===== src/rtl/prog_loader_if.sv =====
// Byte-stream handshake between a byte source (UART RX / host bridge) and the program loader.
interface prog_loader_if;
    logic [7:0] in_data;
    logic       in_valid;
    logic       in_ready;

    modport master (output in_data, output in_valid, input in_ready);
    modport slave  (input in_data, input in_valid, output in_ready);
endinterface


===== src/rtl/prog_loader.sv =====
// Program loader: parses A5/LEN/data/CHK frames into a 16x8 instruction memory and gates cpu_run.
// Optional idle-timeout inside a frame is enabled with `define LOADER_TIMEOUT_EN.
module prog_loader #(
    parameter int unsigned TIMEOUT_CYCLES = 1048576
) (
    input  logic              CLK,
    input  logic              RST_N,
    prog_loader_if.slave      bus,
    input  logic [3:0]        cpu_addr,
    output logic [7:0]        cpu_instr,
    output logic              cpu_run,
    output logic              load_done,
    output logic              load_err,
    output logic [4:0]        prog_len
);

    typedef enum logic [1:0] {
        S_SYNC = 2'd0,
        S_LEN  = 2'd1,
        S_DATA = 2'd2,
        S_CHK  = 2'd3
    } state_t;

    localparam logic [7:0] SYNC_BYTE = 8'hA5;

    // The idle counter is 21 bits wide, so the limit must fit in it.
    if (TIMEOUT_CYCLES < 1 || TIMEOUT_CYCLES > 2097151) begin : g_bad_timeout
        $error("TIMEOUT_CYCLES must be in 1..2097151");
    end

    state_t     state;
    logic       rdy;
    logic [3:0] idx;
    logic [7:0] sum;
    logic [4:0] len_n;
    logic       accept;
    logic [7:0] chk_total;
    logic [7:0] mem [16];

    assign bus.in_ready = rdy;
    assign accept       = bus.in_valid && rdy;
    assign chk_total    = sum + bus.in_data;
    assign cpu_instr    = mem[cpu_addr];

    // Memory is never reset or cleared; only DATA bytes are written.
    always_ff @(posedge CLK) begin
        if (accept && state == S_DATA) begin
            mem[idx] <= bus.in_data;
        end
    end

`ifdef LOADER_TIMEOUT_EN
    localparam logic [20:0] IDLE_LAST = 21'(TIMEOUT_CYCLES - 1);
    logic [20:0] idle_cnt;
`endif

    always_ff @(posedge CLK or negedge RST_N) begin
        if (!RST_N) begin
            state     <= S_SYNC;
            rdy       <= 1'b0;
            cpu_run   <= 1'b0;
            load_done <= 1'b0;
            load_err  <= 1'b0;
            prog_len  <= 5'd0;
            idx       <= 4'd0;
            sum       <= 8'd0;
            len_n     <= 5'd0;
`ifdef LOADER_TIMEOUT_EN
            idle_cnt  <= 21'd0;
`endif
        end else begin
            rdy       <= 1'b1;
            load_done <= 1'b0;
            case (state)
                S_SYNC: begin
                    if (accept && bus.in_data == SYNC_BYTE) begin
                        state    <= S_LEN;
                        cpu_run  <= 1'b0;
                        load_err <= 1'b0;
                    end
                end
                S_LEN: begin
                    if (accept) begin
                        if (bus.in_data != 8'd0 && bus.in_data <= 8'd16) begin
                            len_n <= bus.in_data[4:0];
                            idx   <= 4'd0;
                            sum   <= 8'd0;
                            state <= S_DATA;
                        end else begin
                            load_err <= 1'b1;
                            state    <= S_SYNC;
                        end
                    end
                end
                S_DATA: begin
                    // A5 here is plain data; no resync inside a frame.
                    if (accept) begin
                        sum <= chk_total;
                        idx <= idx + 4'd1;
                        if ({1'b0, idx} == len_n - 5'd1) begin
                            state <= S_CHK;
                        end
                    end
                end
                S_CHK: begin
                    if (accept) begin
                        if (chk_total == 8'd0) begin
                            cpu_run   <= 1'b1;
                            prog_len  <= len_n;
                            load_done <= 1'b1;
                        end else begin
                            load_err <= 1'b1;
                        end
                        state <= S_SYNC;
                    end
                end
                default: state <= S_SYNC;
            endcase
`ifdef LOADER_TIMEOUT_EN
            // Placed after the case so an expiry overrides the stalled state.
            if (state == S_SYNC || accept) begin
                idle_cnt <= 21'd0;
            end else if (idle_cnt == IDLE_LAST) begin
                idle_cnt <= 21'd0;
                load_err <= 1'b1;
                state    <= S_SYNC;
            end else begin
                idle_cnt <= idle_cnt + 21'd1;
            end
`endif
        end
    end

endmodule


===== src/flat_wrapper.sv =====
// flat-port wrapper written by rule: the top's interface ports become plain ports
module prog_loader_flat 
#(
    parameter int unsigned TIMEOUT_CYCLES = 1048576
)
  (CLK, RST_N, cpu_addr, cpu_instr, cpu_run, load_done, load_err, prog_len, bus_in_data, bus_in_valid, bus_in_ready);
  prog_loader_if bus_i ();
  input  logic CLK;
  input  logic RST_N;
  input  logic [3:0] cpu_addr;
  output logic [7:0] cpu_instr;
  output logic cpu_run;
  output logic load_done;
  output logic load_err;
  output logic [4:0] prog_len;
  input wire logic [$bits(bus_i.in_data)-1:0] bus_in_data;
  input wire logic [$bits(bus_i.in_valid)-1:0] bus_in_valid;
  output wire logic [$bits(bus_i.in_ready)-1:0] bus_in_ready;
  assign bus_i.in_data = bus_in_data;
  assign bus_i.in_valid = bus_in_valid;
  assign bus_in_ready = bus_i.in_ready;
  prog_loader #(.TIMEOUT_CYCLES(TIMEOUT_CYCLES)) u_core (.CLK(CLK), .RST_N(RST_N), .bus(bus_i), .cpu_addr(cpu_addr), .cpu_instr(cpu_instr), .cpu_run(cpu_run), .load_done(load_done), .load_err(load_err), .prog_len(prog_len));
endmodule

===== config.mk =====
export PLATFORM = sky130hd
export DESIGN_NAME = prog_loader_flat
export DESIGN_NICKNAME = d
export VERILOG_FILES = /design/src/rtl/prog_loader_if.sv /design/src/rtl/prog_loader.sv /design/src/flat_wrapper.sv
export SDC_FILE = /design/constraint.sdc
export NUM_CORES = 1
export LEC_CHECK = 0
export BUFFER_PORTS_ARGS = -buffer_cell sky130_fd_sc_hd__buf_2
export CAP_MARGIN = 20
export CORE_MARGIN = 5
export CORE_UTILIZATION = 50
export DETAILED_ROUTE_END_ITERATION = 16
export PLACE_DENSITY_LB_ADDON = 0.05
export SLEW_MARGIN = 10
export SYNTH_ARGS = -nofsm -noshare
export SYNTH_HDL_FRONTEND = slang
export SYNTH_SLANG_ARGS = --single-unit

===== constraint.sdc =====
create_clock -name CLK -period 4.4 [get_ports CLK]
set_clock_uncertainty 0.05 [all_clocks]
set_input_delay 0.22 -clock CLK [delete_from_list [all_inputs] [get_ports CLK]]
set_output_delay 0.22 -clock CLK [all_outputs]
set_load 0.005 [all_outputs]

# Word level (Yosys, flattened, before mapping)

Memory sizes are Yosys's and may differ from the RTL's.
Cells that the tools add are included.

Word-level logic and storage cells: 73
Memories kept: 1
Input bits: 15
Bits in writable memories: 128
Register bits after elaboration: 28
Output and inout port bits: 17

Magnitude comparators: 1
Add/sub/neg operators: 3
Equal/unequal tests: 14
Reduce and logical (&&, ||, !) cells: 16
Muxes and demuxes: 29

Memory list:

| memory     | depth | width | read ports | clocked after memory_dff | write ports | line              | RTL |
|---|---|---|---|---|---|---|---|
| u_core.mem | 16    | 8     | 1          | 0                        | 1           | prog_loader.sv:38 | `logic [7:0] mem [16];` |

Operator list:

| operator                                                       | count |
|---|---|
| two-way mux 8 bit                                              | 3 |
| one-hot mux 8 bit (2 select lines)                             | 1 |
| two-way mux 1 bit                                              | 12 |
| two-way mux 2 bit                                              | 6 |
| two-way mux 4 bit                                              | 3 |
| != test 2 x 1 -> 1 bit, second input constant                  | 6 |
| adder 8 bit                                                    | 1 |
| == test 8 bit, second input constant                           | 1 |
| less-or-equal comparator 8 x 5 -> 1 bit, second input constant | 1 |
| logical NOT 8 bit                                              | 1 |
| one-hot mux 2 bit (4 select lines)                             | 1 |
| one-hot mux 4 bit (2 select lines)                             | 1 |
| AND reduction 4 bit                                            | 2 |
| nonzero test 8 bit                                             | 1 |
| != test 2 bit, second input constant                           | 3 |
| AND reduction 3 bit                                            | 2 |
| AND reduction 6 bit                                            | 1 |
| == test 4 x 5 -> 1 bit                                         | 1 |
| AND reduction 5 bit                                            | 1 |
| subtractor 5 x 1 -> 5 bit, second input constant               | 1 |
| adder 4 x 1 -> 4 bit, second input constant                    | 1 |
| == test 2 bit, second input constant                           | 2 |
| logical AND 1 bit                                              | 4 |
| nonzero test 2 bit                                             | 2 |
| 5 further kinds                                                | 5 |

# Depth between registers and ports, before layout

Depth after elaboration: 5
Gate-level depth with buffers: 8
Mapped depth without buffers: 8

# Worst setup path before layout

No wires, ideal clock.

Path kind: reg2reg
Start point: register u_core.sum[0]
End point: register u_core.prog_len[0]
Setup slack: 1.995 ns
Stages on the path, launching flop included: 9
Data required time: 4.225 ns
Arrival: 2.230 ns
Clock period less this slack: 2.405 ns
Path buffers: 0
Library setup time: 0.125 ns
Cell sequence: dfrtp_1 -> ha_1 -> fa_1 -> a211oi_2 -> nor4_1 -> nor3_2 -> o2111a_2 -> nand4_4 -> mux2_4

Longest elaborated chain between the ends: 3

Ends and longest elaborated chain:

| item                          | line               | RTL |
|---|---|---|
| start: declaration            | prog_loader.sv:34  | `logic [7:0] sum;` |
| start signal: assignment      | prog_loader.sv:98  | `sum <= chk_total;` |
| adder 8 bit                   | prog_loader.sv:42  | `assign chk_total = sum + bus.in_data;` |
| logical NOT 8 bit             | prog_loader.sv:107 | `if (chk_total == 8'd0) begin` |
| AND reduction 3 bit (no line) | n/a                |  |
| end signal: assignment        | prog_loader.sv:109 | `prog_len <= len_n;` |
| end: declaration              | prog_loader.sv:14  | `output logic [4:0] prog_len` |

No other way between the ends.
A chain may end at the register's enable or synchronous reset.

# Worst setup path in the final report

Start point: register u_core.sum[0]
End point: register u_core.prog_len[1]

The elaborated chain is that of the path after synthesis.

==> impl_metrics.json <==
{
  "status": "complete, no violations",
  "wl_met1_mm": 5.97,
  "dr_wl_met2_mm": 6.63,
  "start_util_pct": 50.5,
  "p_leak_uw": 0.00271,
  "crit_path_max_incr_delay_ns": 0.45,
  "criticalPathCategory": "flop to flop",
  "drtAntennaViolNets": 0,
  "syn_area_per_cell_sq_um": 17.7,
  "synth_top_area_share_pct": 57.9,
  "wl_per_cell_um": 22.5,
  "path_delay_family": "adder cells",
  "globalplace.congestion": 0.749,
  "r2r_slack_ns": 1.83,
  "grt_pass1_vias": 3602,
  "critical_path_arrival_ns": 2.82,
  "cts_setup_buffers": 0,
  "wl_mm": 13.6,
  "synth_area_sq_mm": 0.00664,
  "fp-row-count": 42,
  "fin_crit_sh_pct": 58.4,
  "cts_root_buf": "clkbuf_16",
  "cap_violations": 0,
  "setup_violations": 0,
  "required_ns": 4.65,
  "die_h_um": 125,
  "synth_warnings": 0,
  "synth.largest_area_cell": "edfxtp_1",
  "vias_per_cell": 5.72,
  "timing.final.ws_setup_ns": 1.83,
  "wl_met3_um": 589,
  "path_buf_inv": 0,
  "crit_path_start_kind": "flop",
  "ios": 32,
  "vias": 3454,
  "setup_tns_ns": 0,
  "report.final.slew_viol_count": 0,
  "worstPathCellList": "ha_1 -> fa_1 -> a211oi_2 -> nor4_1 -> nor3_2 -> o2111a_2 -> nand4_4 -> mux2_4",
  "area_growth_pct": 14.7,
  "ys_ff_latch": 156,
  "syn_nets": 402,
  "crit_fanout": 5,
  "first_pass_iters": 4,
  "preCtsSetupSlack_ns": 1.69,
  "maxSlewHeadroom_pct": 33.6,
  "drcViolationCount": 0,
  "holdWs_ns": 0.178,
  "p_per_area_mw_per_mm2": 499,
  "clockBufferDepth": 2,
  "clock_latency_ns": 0.42,
  "synth_edf_count": 128,
  "n_fill_cell": 1044,
  "grt_max_degree": 33,
  "yosysSeqAreaShare_pct": 68.5,
  "highest_layer": "met4",
  "synth-main-ff-cell": "edfxtp_1",
  "synth.area.top_cells": "edfxtp_1 58%, mux4_2 14%, dfrtp_1 11%",
  "antenna_found_initial": 0,
  "nets": 443,
  "cts_tree": "done",
  "clkTransAtPathRegs_ns": 0.06,
  "cp-end-kind": "flop",
  "h-tree-depth": 4,
  "yosysUniqueCellTypes": 50,
  "die_w_um": 125,
  "synth_cells": 374,
  "hold_viol": 0,
  "postCtsResizedCells": 0,
  "final_layout_size_suffix_gt1_share_pct": 29.7,
  "die-area_sq_mm": 0.0157,
  "numCtsBuffers": 17,
  "core_sq_mm": 0.0131,
  "drtIter0Drc": 298,
  "grt_use_total_pct": 18.5,
  "dp_hpwl_mm": 8.78,
  "cp_slowest_cell": "fa_1",
  "grt_pass1_wl_mm": 21.4,
  "synthArstFlopShare_pct": 17.9,
  "peakVddDrop_mv": 0.281,
  "tightest_slew_ns": 0.992,
  "clock.fmax_ghz": 0.389,
  "clock-sinks": 156,
  "io_buffers": 31,
  "grt_setup_unrepaired": "false",
  "fin_crit_ns": 2.57,
  "worstHoldPathType": "primary input to flop",
  "grt_overflow_total": 0,
  "antenna_cells": 0
}
[repair_timing]
item | in CTS | in global routing
hold buffers | 1 | 0
endpoints found under the hold margin | 28 | 0
endpoints found under the setup margin | 0 | 0
[state kept, by name, summed over array words and instances (netlist names), named ones only]
register             count
u_core.len_n             5
u_core.state             1
u_core.prog_len          5
u_core.sum               8
u_core.cpu_run           1
u_core.mem             128
u_core.idx               4
u_core.load_err          1
u_core.load_done         1
u_core.bus.in_ready      1
[report_power, final]
part / internal [uW] / leakage [uW] / switching [uW]
Clock: 884 / 0.000280 / 551
Combinational: 263 / 0.000920 / 346
Sequential: 1670 / 0.00151 / 82.1
Total: 2820 / 0.00271 / 980
[area by class of cell]
class	instances	area [sq um]	area share, %
Clock buffer	19	433	5.69
Clock inverter	13	150	1.97
Inverter	12	45.0	0.592
Multi-Input combinational cell	190	2010	26.4
Sequential cell	156	4540	59.7
Tap cell	176	220	2.89
Timing Repair Buffer	38	210	2.76
[cell usage after synthesis (all sizes together), types with 2 or more instances]
cell and instances:
edfxtp 128, mux4 40, dfrtp 28, nand2 24, nor2 14, ha 12, inv 12, o21ai 12
clkbuf 10, mux2 7, nor4 7, xnor2 7, a21oi 6, and2 6, and3 6, buf 6
nor3 6, xor2 6, o22ai 4, nand4 3, nor2b 3, a211oi 2, a31oi 2, nand3 2
nand3b 2, o2111a 2
[kinds of logic (layout without fill, tap and decap cells)]
family / after synthesis / in the layout / share of synthesized area, %
other: 1 / 1 / 0.0565
AOI/OAI and AO/OA: 35 / 35 / 3.60
muxes: 48 / 48 / 15.2
DFF: 156 / 156 / 68.5
and+or+nand+nor: 80 / 80 / 6.62
adders and majority gates: 13 / 13 / 2.56
buffers and inverters: 28 / 82 / 1.66
xor gates and xnor gates: 13 / 13 / 1.83
[cells in the final DEF (no fill, tap or decap), types with 2 or more instances in the layout]
| cell | Yosys | final |
|---|---|---|
| dfrtp_1 | 28 | 28 |
| nor3_2 | 2 | 2 |
| clkinv_2 | 0 | 5 |
| nor4_1 | 7 | 3 |
| o22ai_1 | 4 | 4 |
| xnor2_1 | 6 | 6 |
| nor2b_1 | 3 | 3 |
| and3_1 | 6 | 6 |
| buf_4 | 0 | 6 |
| clkbuf_1 | 10 | 2 |
| mux2_2 | 2 | 2 |
| mux2_4 | 5 | 5 |
| nor4_2 | 0 | 4 |
| nand3_1 | 2 | 2 |
| ha_1 | 12 | 12 |
| a31oi_1 | 2 | 2 |
| nor3_1 | 4 | 4 |
| clkbuf_16 | 0 | 17 |
| o21ai_0 | 11 | 11 |
| bufinv_16 | 0 | 3 |
| a211oi_2 | 2 | 2 |
| a21oi_1 | 6 | 6 |
| nor2_1 | 14 | 14 |
| buf_2 | 4 | 31 |
| edfxtp_1 | 128 | 128 |
| xor2_1 | 6 | 6 |
| clkinvlp_4 | 0 | 3 |
| mux4_2 | 40 | 40 |
| inv_1 | 12 | 12 |
| nand3b_1 | 2 | 2 |
| nand4_1 | 2 | 2 |
| and2_1 | 6 | 6 |
| nand2_1 | 24 | 24 |
[layer usage]
metal  GRT usage (%)  up-vias
li1                -     1571
met1            25.6     1776
met2            28.6       81
met3            4.39       26
met4            7.91        0
met5               0        -
[path summary, 6_finish.rpt]
kind / start / to / cells past startpoint
setup / recovery: u_core.sum[0]$_DFFE_PN0P_ / u_core.prog_len[1]$_DFFE_PN0P_ / 8
max in group asynchronous: RST_N / u_core.idx[2]$_DFFE_PN0P_ / 2
setup reg to reg: u_core.sum[0]$_DFFE_PN0P_ / u_core.prog_len[1]$_DFFE_PN0P_ / 8
hold / removal: bus_in_data[0] / u_core.mem[14][0]$_DFFE_PP_ / 1
hold reg to reg: u_core.load_err$_DFFE_PN0P_ / u_core.load_err$_DFFE_PN0P_ / 1
min in group asynchronous: RST_N / u_core.prog_len[2]$_DFFE_PN0P_ / 2
[stage by stage]
| stage | instances | total power, uW | utilization (%) | area, sq um |
|---|---|---|---|---|
| 3_5_place_dp | 571 | 2390 | 53.4 | 7020 |
| 6_report | 604 | 3800 | 57.9 | 7610 |
| 3_3_place_gp | 571 | 2380 | 53.4 | 7020 |
| 4_1_cts | 604 | 3820 | 57.9 | 7610 |
| 5_1_grt | 604 | 3980 | 57.9 | 7610 |
| 2_1_floorplan | 374 | 2220 | - | 6640 |
Note: power is estimated with default switching activity, not from simulation.
